<file path="src/rtl/ddr_arb_pkg.sv">
// Shared definitions for the two-requester DDR port arbiter: sequencer states,
// AXI response codes and burst length.
package ddr_arb_pkg;

  typedef enum logic [2:0] {
    ST_IDLE,
    ST_WR,
    ST_WR_RESP,
    ST_RD_ADDR,
    ST_RD_DATA,
    ST_DONE
  } arb_state_t;

  localparam logic [1:0] RESP_OKAY    = 2'b00;
  localparam logic [7:0] AXLEN_SINGLE = 8'd0;

  function automatic logic resp_is_err(input logic [1:0] resp);
    return resp != RESP_OKAY;
  endfunction

endpackage

</file>
<file path="src/rtl/ddr_port_arbiter_rr_arb2.sv">
// Purpose: two-way round-robin pick; a tie goes to whoever did not win last.
// Latency: combinational, no state.
// Backpressure: en low suppresses any grant.
module rr_arb2
  import ddr_arb_pkg::*;
(
  input  logic [1:0] req,
  input  logic       last_grant,
  input  logic       en,
  output logic       gnt_vld,
  output logic       gnt_idx
);

  always_comb begin
    gnt_vld = en & (|req);
    gnt_idx = (req == 2'b11) ? ~last_grant : req[1];
  end

endmodule

</file>
<file path="src/rtl/ddr_port_arbiter.sv">
// Purpose: share one single-beat AXI DDR port between two level req/done requesters.
// Latency: grant to done 4 cycles with a zero-wait slave, one idle cycle between jobs.
// Backpressure: AXI valids hold until handshake; a stalled slave stalls indefinitely.
module ddr_port_arbiter
  import ddr_arb_pkg::*;
#(
  parameter int ADDR_W = 32,
  parameter int DATA_W = 128,
  parameter int NREQ   = 2
) (
  input  logic                     clk,
  input  logic                     rstn,
  input  logic                     ddr_ready,
  input  logic [NREQ-1:0]          req,
  input  logic [NREQ-1:0]          we,
  input  logic [NREQ*ADDR_W-1:0]   addr,
  input  logic [NREQ*DATA_W-1:0]   wdata,
  input  logic [NREQ*DATA_W/8-1:0] wstrb,
  output logic [NREQ-1:0]          done,
  output logic                     err,
  output logic [DATA_W-1:0]        rdata,
  output logic [ADDR_W-1:0]        awaddr,
  output logic [7:0]               awlen,
  output logic                     awvalid,
  input  logic                     awready,
  output logic [DATA_W-1:0]        m_wdata,
  output logic [DATA_W/8-1:0]      m_wstrb,
  output logic                     wvalid,
  input  logic                     wready,
  input  logic [1:0]               bresp,
  input  logic                     bvalid,
  output logic                     bready,
  output logic [ADDR_W-1:0]        araddr,
  output logic [7:0]               arlen,
  output logic                     arvalid,
  input  logic                     arready,
  input  logic [DATA_W-1:0]        m_rdata,
  input  logic [1:0]               rresp,
  input  logic                     rvalid,
  output logic                     rready
);

  localparam int STRB_W = DATA_W / 8;

  typedef struct packed {
    logic              we;
    logic [ADDR_W-1:0] addr;
    logic [DATA_W-1:0] wdata;
    logic [STRB_W-1:0] wstrb;
  } txn_t;

  arb_state_t state;
  txn_t       txn_q;
  txn_t       sel;
  logic       g_q;
  logic       last_grant;
  logic       gnt_vld;
  logic       gnt_idx;
  logic       aw_ok;
  logic       w_ok;

  rr_arb2 u_rr (
    .req        (req),
    .last_grant (last_grant),
    .en         (ddr_ready && state == ST_IDLE),
    .gnt_vld    (gnt_vld),
    .gnt_idx    (gnt_idx)
  );

  always_comb begin
    if (gnt_idx) begin
      sel.we    = we[1];
      sel.addr  = addr[ADDR_W +: ADDR_W];
      sel.wdata = wdata[DATA_W +: DATA_W];
      sel.wstrb = wstrb[STRB_W +: STRB_W];
    end else begin
      sel.we    = we[0];
      sel.addr  = addr[0 +: ADDR_W];
      sel.wdata = wdata[0 +: DATA_W];
      sel.wstrb = wstrb[0 +: STRB_W];
    end
  end

  // AW and W retire independently; a dropped valid means that channel is finished.
  assign aw_ok = !awvalid || awready;
  assign w_ok  = !wvalid || wready;

  always_ff @(posedge clk) begin
    if (!rstn) begin
      state      <= ST_IDLE;
      txn_q      <= '0;
      g_q        <= 1'b0;
      last_grant <= 1'b1;
      awvalid    <= 1'b0;
      wvalid     <= 1'b0;
      bready     <= 1'b0;
      arvalid    <= 1'b0;
      rready     <= 1'b0;
      done       <= '0;
      err        <= 1'b0;
      rdata      <= '0;
    end else begin
      done <= '0;
      case (state)
        ST_IDLE: begin
          if (gnt_vld) begin
            txn_q      <= sel;
            g_q        <= gnt_idx;
            last_grant <= gnt_idx;
            if (sel.we) begin
              awvalid <= 1'b1;
              wvalid  <= 1'b1;
              state   <= ST_WR;
            end else begin
              arvalid <= 1'b1;
              state   <= ST_RD_ADDR;
            end
          end
        end
        ST_WR: begin
          if (awready) awvalid <= 1'b0;
          if (wready)  wvalid  <= 1'b0;
          if (aw_ok && w_ok) begin
            bready <= 1'b1;
            state  <= ST_WR_RESP;
          end
        end
        ST_WR_RESP: begin
          if (bvalid) begin
            bready     <= 1'b0;
            err        <= resp_is_err(bresp);
            done[g_q]  <= 1'b1;
            state      <= ST_DONE;
          end
        end
        ST_RD_ADDR: begin
          if (arready) begin
            arvalid <= 1'b0;
            rready  <= 1'b1;
            state   <= ST_RD_DATA;
          end
        end
        ST_RD_DATA: begin
          if (rvalid) begin
            rdata     <= m_rdata;
            err       <= resp_is_err(rresp);
            rready    <= 1'b0;
            done[g_q] <= 1'b1;
            state     <= ST_DONE;
          end
        end
        ST_DONE: state <= ST_IDLE;
        default: state <= ST_IDLE;
      endcase
    end
  end

  assign awaddr  = txn_q.addr;
  assign araddr  = txn_q.addr;
  assign m_wdata = txn_q.wdata;
  assign m_wstrb = txn_q.wstrb;
  assign awlen   = AXLEN_SINGLE;
  assign arlen   = AXLEN_SINGLE;

endmodule

</file>
<file path="config.mk">
export PLATFORM = sky130hd
export DESIGN_NAME = ddr_port_arbiter
export DESIGN_NICKNAME = d
export VERILOG_FILES = /design/src/rtl/ddr_arb_pkg.sv /design/src/rtl/ddr_port_arbiter_rr_arb2.sv /design/src/rtl/ddr_port_arbiter.sv
export SDC_FILE = /design/constraint.sdc
export NUM_CORES = 1
export LEC_CHECK = 0
export ABC_AREA = 0
export CAP_MARGIN = 30
export CORE_AREA = 2 2 337 339
export CTS_CLUSTER_SIZE = 10
export DETAILED_ROUTE_END_ITERATION = 7
export DIE_AREA = 0 0 339 341
export GPL_TIMING_DRIVEN = 1
export HOLD_SLACK_MARGIN = 0.03
export PLACE_DENSITY = 0.36
export SLEW_MARGIN = 20
export SYNTH_ARGS = -nofsm -noshare
export SYNTH_HDL_FRONTEND = slang
export SYNTH_SLANG_ARGS = --single-unit
</file>
<file path="constraint.sdc">
create_clock -name clk -period 1.9 [get_ports clk]
set_clock_uncertainty 0.05 [all_clocks]
set_input_delay 0.38 -clock clk [delete_from_list [all_inputs] [get_ports clk]]
set_output_delay 0.38 -clock clk [all_outputs]
set_load 0.05 [all_outputs]
</file>
After elaboration in Yosys (flattened, before gate mapping). Index checks and enable logic that the tools add are counted.

Flip-flop bits (word level): 317. Input bits: 496. Output and inout bits: 360. Logic and storage cells: 90.

$lt $le $gt $ge: 2. Equality and inequality tests: 14. Multiplexer cells: 33. Bitwise gates (word level): 2. Reductions and logical operators: 25.

Operators by type and width (count): 177-bit 2-to-1 mux (1); 2-bit inequality test, second input constant (9); 1-bit 2-to-1 mux (15); 3-bit 2-to-1 mux (5); 3-bit one-hot mux with 5 select lines (1); 2-bit nonzero test (7); 1-bit one-hot mux with 2 select lines (6); 4-bit AND reduction (3); 3-bit AND reduction (3); 3-bit by 2-bit equality test with 1-bit output, second input constant (2); 2-bit 2-to-1 mux (3); 5-bit AND reduction (1); 2-bit one-hot mux with 2 select lines (1); 2-bit AND reduction (2); 3-bit by 1-bit equality test with 1-bit output, second input constant (1); 3-bit equality test, second input constant (1); 1-bit logical AND (3); 3-bit logical NOT (1); 2-bit equality test, second input constant (1); 1-bit logical NOT (2); 1-bit logical OR (2); 1-bit by 2-bit < comparator with 1-bit output, second input constant (1); 2-bit OR reduction (1); 1-bit AND (1); 3 further kinds (3).

Logic depth before layout (Yosys ltp). Gate-level depths: netlist (run 1).

Word-level depth: 6. Depth in mapped cells: 7. Mapped depth without buffers: 4.

Modules after synthesis. A second synthesis (run 1) with hierarchy kept.

Cells, all modules: 1459. Area total of the unflattened synthesis: 13780.7 um2.

By module, submodules not included: ddr_port_arbiter (times used 1, cells each 1457, area an instance 13761.9 um2, sequential area each 6346.1 um2); rr_arb2 (times used 1, cells each 2, area an instance 18.8 um2, sequential area each 0.0 um2).

Least setup slack after synthesis (run 1). Ideal clock, no wire load.

Kind: input to register. Start point: input port req[1]. End point: register txn_q (netlist bit araddr[10]). Library setup time: 138 ps. Data arrival time: 1348 ps. Setup slack: 365 ps. Stages on the path: 6. Path buffers: 3. Cells stage by stage: a21boi_0 buf_2 buf_4 buf_4 mux2i_1 a211oi_1.

Cells in the longest elaborated chain, start to end: 3. Elaborated cells between the ends (all ways): 6. Classes of those cells: eq/ne: 1; mux: 2; bitwise: 1; reduce/logical: 2.

RTL lines: start, declared (RTL line ddr_port_arbiter.sv:14) `input logic [NREQ-1:0] req,`; 2-bit equality test or 2-bit OR reduction (tied branches) (RTL line ddr_port_arbiter_rr_arb2.sv:16, ddr_port_arbiter_rr_arb2.sv:15); 1-bit 2-to-1 mux or 1-bit AND (tied branches) (RTL line ddr_port_arbiter_rr_arb2.sv:16, ddr_port_arbiter_rr_arb2.sv:15); 177-bit 2-to-1 mux or 2-bit AND reduction (tied branches); end signal, assigned (RTL line ddr_port_arbiter.sv:107) `txn_q <= sel;`; end, declared (RTL line ddr_port_arbiter.sv:53) `txn_t txn_q;`.

Parallel ways exist; a longest one is shown, timed or not. A chain may end at the register's enable or synchronous reset.

Worst setup path in the final report (run 1).
Start point: register state[0]. End point: register txn_q (netlist bit m_wdata[90]).

Cells in the longest elaborated chain, start to end: 4.

RTL lines: start, declared (RTL line ddr_port_arbiter.sv:52) `arb_state_t state;`; start signal, assigned (RTL line ddr_port_arbiter.sv:90) `state <= ST_IDLE;`; start signal, assigned (RTL line ddr_port_arbiter.sv:113) `state <= ST_WR;`; start signal, assigned (RTL line ddr_port_arbiter.sv:116) `state <= ST_RD_ADDR;`; 3-bit logical NOT * (RTL line ddr_port_arbiter.sv:65, ddr_port_arbiter.sv:104); 1-bit logical AND (RTL line ddr_port_arbiter.sv:65) `.en (ddr_ready && state == ST_IDLE),`; 1-bit AND (RTL line ddr_port_arbiter_rr_arb2.sv:15) `gnt_vld = en & (|req);`; 2-bit AND reduction (no line) *.

Every way passes the cells marked *; elsewhere a longest branch is shown, timed or not.

==> out/metrics.yaml, run 1 <==
r2r_start: "state[0]"
initial_utilization_pct: 11.6
crit_buf_inv: 3
port_buffers: 839
worst_slack_ps: 39.2
start_kind: "flip-flop"
ys_types: 36
drt-pass1-iter-count: 4
timing.rr.end: "m_wdata[90]"
instances_no_fill: 3832
grt_start_max_net_pins: 45
viasPerCell: 3.56
dp.cells: 3751
crit_path_max_incr_delay_ps: 380
combPwrFrac_pct: 43.5
finalHoldViolCount: 0
sw_frac_of_total_pct: 42.1
worstPathMaxFanout: 44
fmax_mhz: 537
ys_warn_count: 0
slew_violations: 0
outcome: "finished clean"
dp_hpwl_mm: 58.2
clkPwrFrac_pct: 27.0
p_int_uw: 17300
die_w_um: 339
clk_pin_slew_ps: 60
async_flop_share_pct: 0
drtIter0Drc: 433
grt_usage_pct: 11.7
power_density_nw_per_um2: 1240
core-area_um2: 112000
cts_inserted_buffers: 42
fin_crit_sh_pct: 97.9
htreeDepth: 2
place_area_um2: 22600
hold_path_class: "in -> reg"
die_h_um: 341
grt_pass1_wl_mm: 99.9
nets: 2796
p_switching_uw: 12600
synth.largest_area_cell: "dfxtp_1"
routed_wl_mm: 72.5
gp_congestion: 0.846
reg2regPathDepth: 6
arrival_ps: 2300
drv_cap: 0
required_ps: 2340
grt_overflow: 0
setup-tns-final_ps: 0
reg2reg_slack_ps: 40
stdcell_area_um2: 24100
ant_nets: 0
dieArea_um2: 116000
numClockSinks: 317
cp_cell_sequence: "nor4_4, buf_4, clkbuf_16, buf_16, nor2_1, a211oi_2"
synth_seq_area_share_pct: 48.7
clk_latency_ps: 590
layout-drive-gt1-share_pct: 22.9
min_path_cells: 3
via_count: 13658
path_class: "reg -> reg"
antenna_found_initial: 20
holdCritStartpoint: "m_rdata[125]"
slowest_stage: "dfxtp_4"
drc: 0
seqPwrFrac_pct: 29.5
synthCells: 1461
crit_family: "buffers and inverters"
grt_pass1_vias: 13963
worst_setup_path_end_kind: "flip-flop"
synth_common_cells: "317 x dfxtp_1, 266 x nand2_1, 179 x nor2_1"
fillers: 12289
detail_route.wl_per_cell_um: 18.9
min_to: "rdata[125]"
synth_area_leaders: "dfxtp_1 49%, mux2i_1 14%, a211oi_1 10%, nand2_1 7.7%, nor2_1 5.2%"
placementRows: 123
ys_ff_latch: 317
ys.flop_type: "dfxtp_1"
period_minus_slack_ps: 1860
place_ws_ps: -586
cellLeakagePower_uw: 0.00927
io_pins: 856
synth_top_area_share_pct: 48.7
clock-root-buffer: "clkbuf_16"
synth-edff-count: 0
cts_max_path_buffers: 3
cts_tree: "yes"
syn_to_final_growth_pct: 85.0
rsz0062_at_grt: "yes"
syn-cell-area_um2: 13000
irDropWorstVdd_mv: 0.470
setup_viol: 0
yosysMostFrequentCell: "dfxtp_1"
crit_path_start: "state[0]"
avgSynthCellArea_um2: 8.92
[kinds of logic after synthesis]
kind of cell,share of synthesized area (%)
simple gates,13.9
other cells,0.0288
buf+inv,7.68
mux,13.6
flops,48.7
compound gates,16.1
[metal layers]
metal | up-vias | global-route usage, % | share of wire, %
li1 | 6678 | - | -
met2 | 545 | 20.3 | 49
met4 | 14 | 3.56 | 2.3
met1 | 6318 | 13.2 | 40
met3 | 103 | 4.66 | 8.3
met5 | - | 0 | 0.11
[power by group through the flow]
stage | registers, uW | clock network, uW | logic (uW)
after floorplan | 12600 | 0 | 4270
after global placement | 8950 | 0 | 12800
after detailed placement | 8950 | 0 | 12800
after CTS | 8830 | 8460 | 12900
after global routing | 8970 | 8700 | 13800
final | 8810 | 8060 | 13000
[area by class of cell]
class	instances	area, um2	area share (%)
repair buffers	952	8680	36.0
clock inverters	11	174	0.722
flip-flops and latches	317	6350	26.3
clock buffers	61	1180	4.91
inverters	5	26.3	0.109
well taps	1500	1880	7.79
multi-input cells	982	5800	24.1
diodes	4	10.0	0.0415
[worst max-delay path by stage]
stage | to | slack (ps) | cells past startpoint
final | m_wdata[90] | 40 | 6
after global routing | araddr[8] | -60 | 6
after CTS | m_wdata[68] | 0.4 | 5
after detailed placement | m_wdata[68] | -590 | 7
after global placement | m_wstrb[9] | -470 | 7
after floorplan | araddr[10] | 360 | 6
[through the flow]
| step | util (%) | power, uW | hold WS [ps] |
|---|---|---|---|
| 3_5_place_dp | 20.2 | 21800 | 388 |
| 4_1_cts | 21.4 | 30200 | 217 |
| 3_3_place_gp | 20.2 | 21700 | 390 |
| 2_1_floorplan | - | 16900 | 352 |
| 6_report | 21.5 | 29900 | 285 |
| 5_1_grt | 21.5 | 31500 | 234 |
[cell usage in the layout, fill, tap and decap left out, types with 6 or more instances in the layout]
cell type | netlist | final
clkdlybuf4s50_1 | 0 | 495
buf_4 | 65 | 429
dfxtp_1 | 317 | 316
nand2_1 | 266 | 265
nor2_1 | 179 | 179
mux2i_1 | 177 | 177
a211oi_1 | 177 | 170
a21oi_1 | 134 | 134
clkbuf_16 | 0 | 43
buf_12 | 0 | 18
conb_1 | 1 | 16
clkbuf_1 | 38 | 13
a211oi_2 | 0 | 7
buf_6 | 1 | 7
clkbuf_8 | 0 | 6
[sequential cells by signal, indices dropped and copies added, names as in the netlist, 2 cells and up]
name	cells
rdata	128
araddr	32
m_wstrb	16
done	2
m_wdata	128
state	3
[tightest hold or removal path, cell delays in order]
cell and delay [ps]:
clkdlybuf4s50_1 390, nand2_1 50, a21oi_1 50
[what timing repair did]
item / CTS / global route
buffers inserted: 0 / 3
gates resized for setup: 0 / 22
hold buffers: 0 / 0
setup endpoints to repair: 0 / 64
Note: power is estimated with default switching activity, not from simulation.
==> run 2: changes to the inputs <==
- SETUP_SLACK_MARGIN: not set -> 0.05
==> out/metrics.yaml, run 2 (synthesis gave the netlist of run 1 again) <==
min_to: "rdata[125]"
clk_pin_slew_ps: 60  # about the same
port_buffers: 839  # unchanged
layout_common_cells: "495 x clkdlybuf4s50_1, 433 x buf_4, 316 x dfxtp_1"
worstPathMaxFanout: 11  # -75%
drv_cap: 0  # unchanged
htreeDepth: 2  # unchanged
worst_setup_path_end_kind: "flip-flop"
timing.rr.end: "m_wdata[61]"
slew_violations: 0  # unchanged
detail_route.wl_per_cell_um: 19.4  # +2.7%
nets: 2819  # +0.82%
layout_commonest_cell: "clkdlybuf4s50_1"
grt_usage_pct: 11.7  # about the same
drt-pass1-iter-count: 4  # unchanged
hold_path_class: "in -> reg"
ant_nets: 0  # unchanged
reg2regPathDepth: 6  # unchanged
path_class: "reg -> reg"
p_total_uw: 30800  # +3.3%
clk_latency_ps: 590  # about the same
min_path_cells: 3  # unchanged
r2r_start: "state[0]"
drc: 0  # unchanged
irDropWorstVdd_mv: 0.470  # about the same
fmax_mhz: 551  # +2.6%
placementRows: 123  # unchanged
gp_congestion: 0.846  # unchanged
setup_viol: 0  # unchanged
outcome: "finished clean"
rsz0062_at_grt: "yes"
stdcell_area_um2: 24600  # +2.1%
numClockSinks: 317  # unchanged
fin_crit_sh_pct: 95.5  # -2.4 points
cellLeakagePower_uw: 0.00949  # +2.4%
reg2reg_slack_ps: 90  # +50 ps
cts_inserted_buffers: 42  # unchanged
cts_max_path_buffers: 3  # unchanged
viasPerCell: 3.57  # +0.28%
power_density_nw_per_um2: 1250  # +1.1%
grt_start_max_net_pins: 45  # unchanged
grt_pass1_wl_mm: 99.9  # about the same
place_area_um2: 22600  # unchanged
layout-drive-gt1-share_pct: 24.2  # +1.4 points
grt_overflow: 0  # unchanged
die_w_um: 339  # unchanged
holdCritStartpoint: "m_rdata[125]"
initial_utilization_pct: 11.6  # unchanged
required_ps: 2340  # about the same
drtIter0Drc: 465  # +7.4%
die_h_um: 341  # unchanged
via_count: 13782  # +0.91%
core-area_um2: 112000  # unchanged
syn_to_final_growth_pct: 89.0
start_kind: "flip-flop"
clock-root-buffer: "clkbuf_16"
io_pins: 856  # unchanged
antenna_found_initial: 21  # +5.0%
period_minus_slack_ps: 1810  # -46.5 ps
routed_wl_mm: 74.9  # +3.3%
dieArea_um2: 116000  # unchanged
grt_pass1_vias: 13957  # -0.043%
cts_tree: "yes"
dp_hpwl_mm: 58.2  # unchanged
arrival_ps: 2250  # -50 ps
finalHoldViolCount: 0  # unchanged
## run 2: metrics by stage
step | setup WS (ps) | TNS [ps] | cells | utilization, % | hold slack [ps]
after CTS | 12.4 | 0 | 3823 | 21.4 | 217
final | 85.7 | 0 | 3856 | 22.0 | 285
after floorplan | 365 | 0 | 1476 | - | 352
after detailed placement | -586 | -81840 | 3751 | 20.2 | 388
after global routing | -13.2 | -26.9 | 3854 | 22.0 | 234
after global placement | -467 | -70280 | 3751 | 20.2 | 390
## run 2: worst max-delay path by stage
| stage | startpoint | end | slack, ps | cells past startpoint |
|---|---|---|---|---|
| after detailed placement | req[0] | m_wdata[68] | -590 | 7 |
| final | state[0] | m_wdata[61] | 90 | 6 |
| after global routing | state[0] | m_wdata[89] | -10 | 6 |
| after floorplan | req[1] | araddr[10] | 360 | 6 |
| after CTS | state[0] | m_wdata[90] | 10 | 5 |
| after global placement | req[0] | m_wstrb[9] | -470 | 7 |
## run 2: worst max-delay path, stage by stage, from the launching register on
cell       delay, ps
dfxtp_4          370
nor4_4           380
buf_6            220
clkbuf_16        210
buf_12           160
nor2_1            40
a211oi_1         220
## run 2: power breakdown
group	leakage, uW	switching, uW	internal [uW]
clock network	0.000664	3220	4850
registers	0.00259	933	7880
logic	0.00623	8790	5160
total	0.00949	12900	17900
## run 2: timing repair
item,in CTS,in global routing
setup endpoints to repair,11,182
pin swaps,0,16
gates cloned,0,12
hold buffers,0,0
gates resized for setup,1,66
buffers inserted,0,16
## run 2: per-layer routing
layer | wire length, um | vias to the layer above | GRT usage (%) | part of all wire (%)
met1 | 30300 | 6392 | 13.2 | 40
met4 | 1660 | 12 | 3.56 | 2.2
met2 | 36600 | 557 | 20.3 | 49
met5 | 78 | - | 0 | 0.10
met3 | 6230 | 100 | 4.66 | 8.3
li1 | - | 6721 | - | -
## run 2: area by class of cell
class | count | area (um2)
Antenna cell | 5 | 12.5
Tap cell | 1500 | 1880
Clock buffer | 61 | 1180
Sequential cell | 317 | 6350
Clock inverter | 11 | 174
Inverter | 5 | 26.3
Timing Repair Buffer | 975 | 9120
Multi-Input combinational cell | 982 | 5880
Fill cell | 12253 | 87300
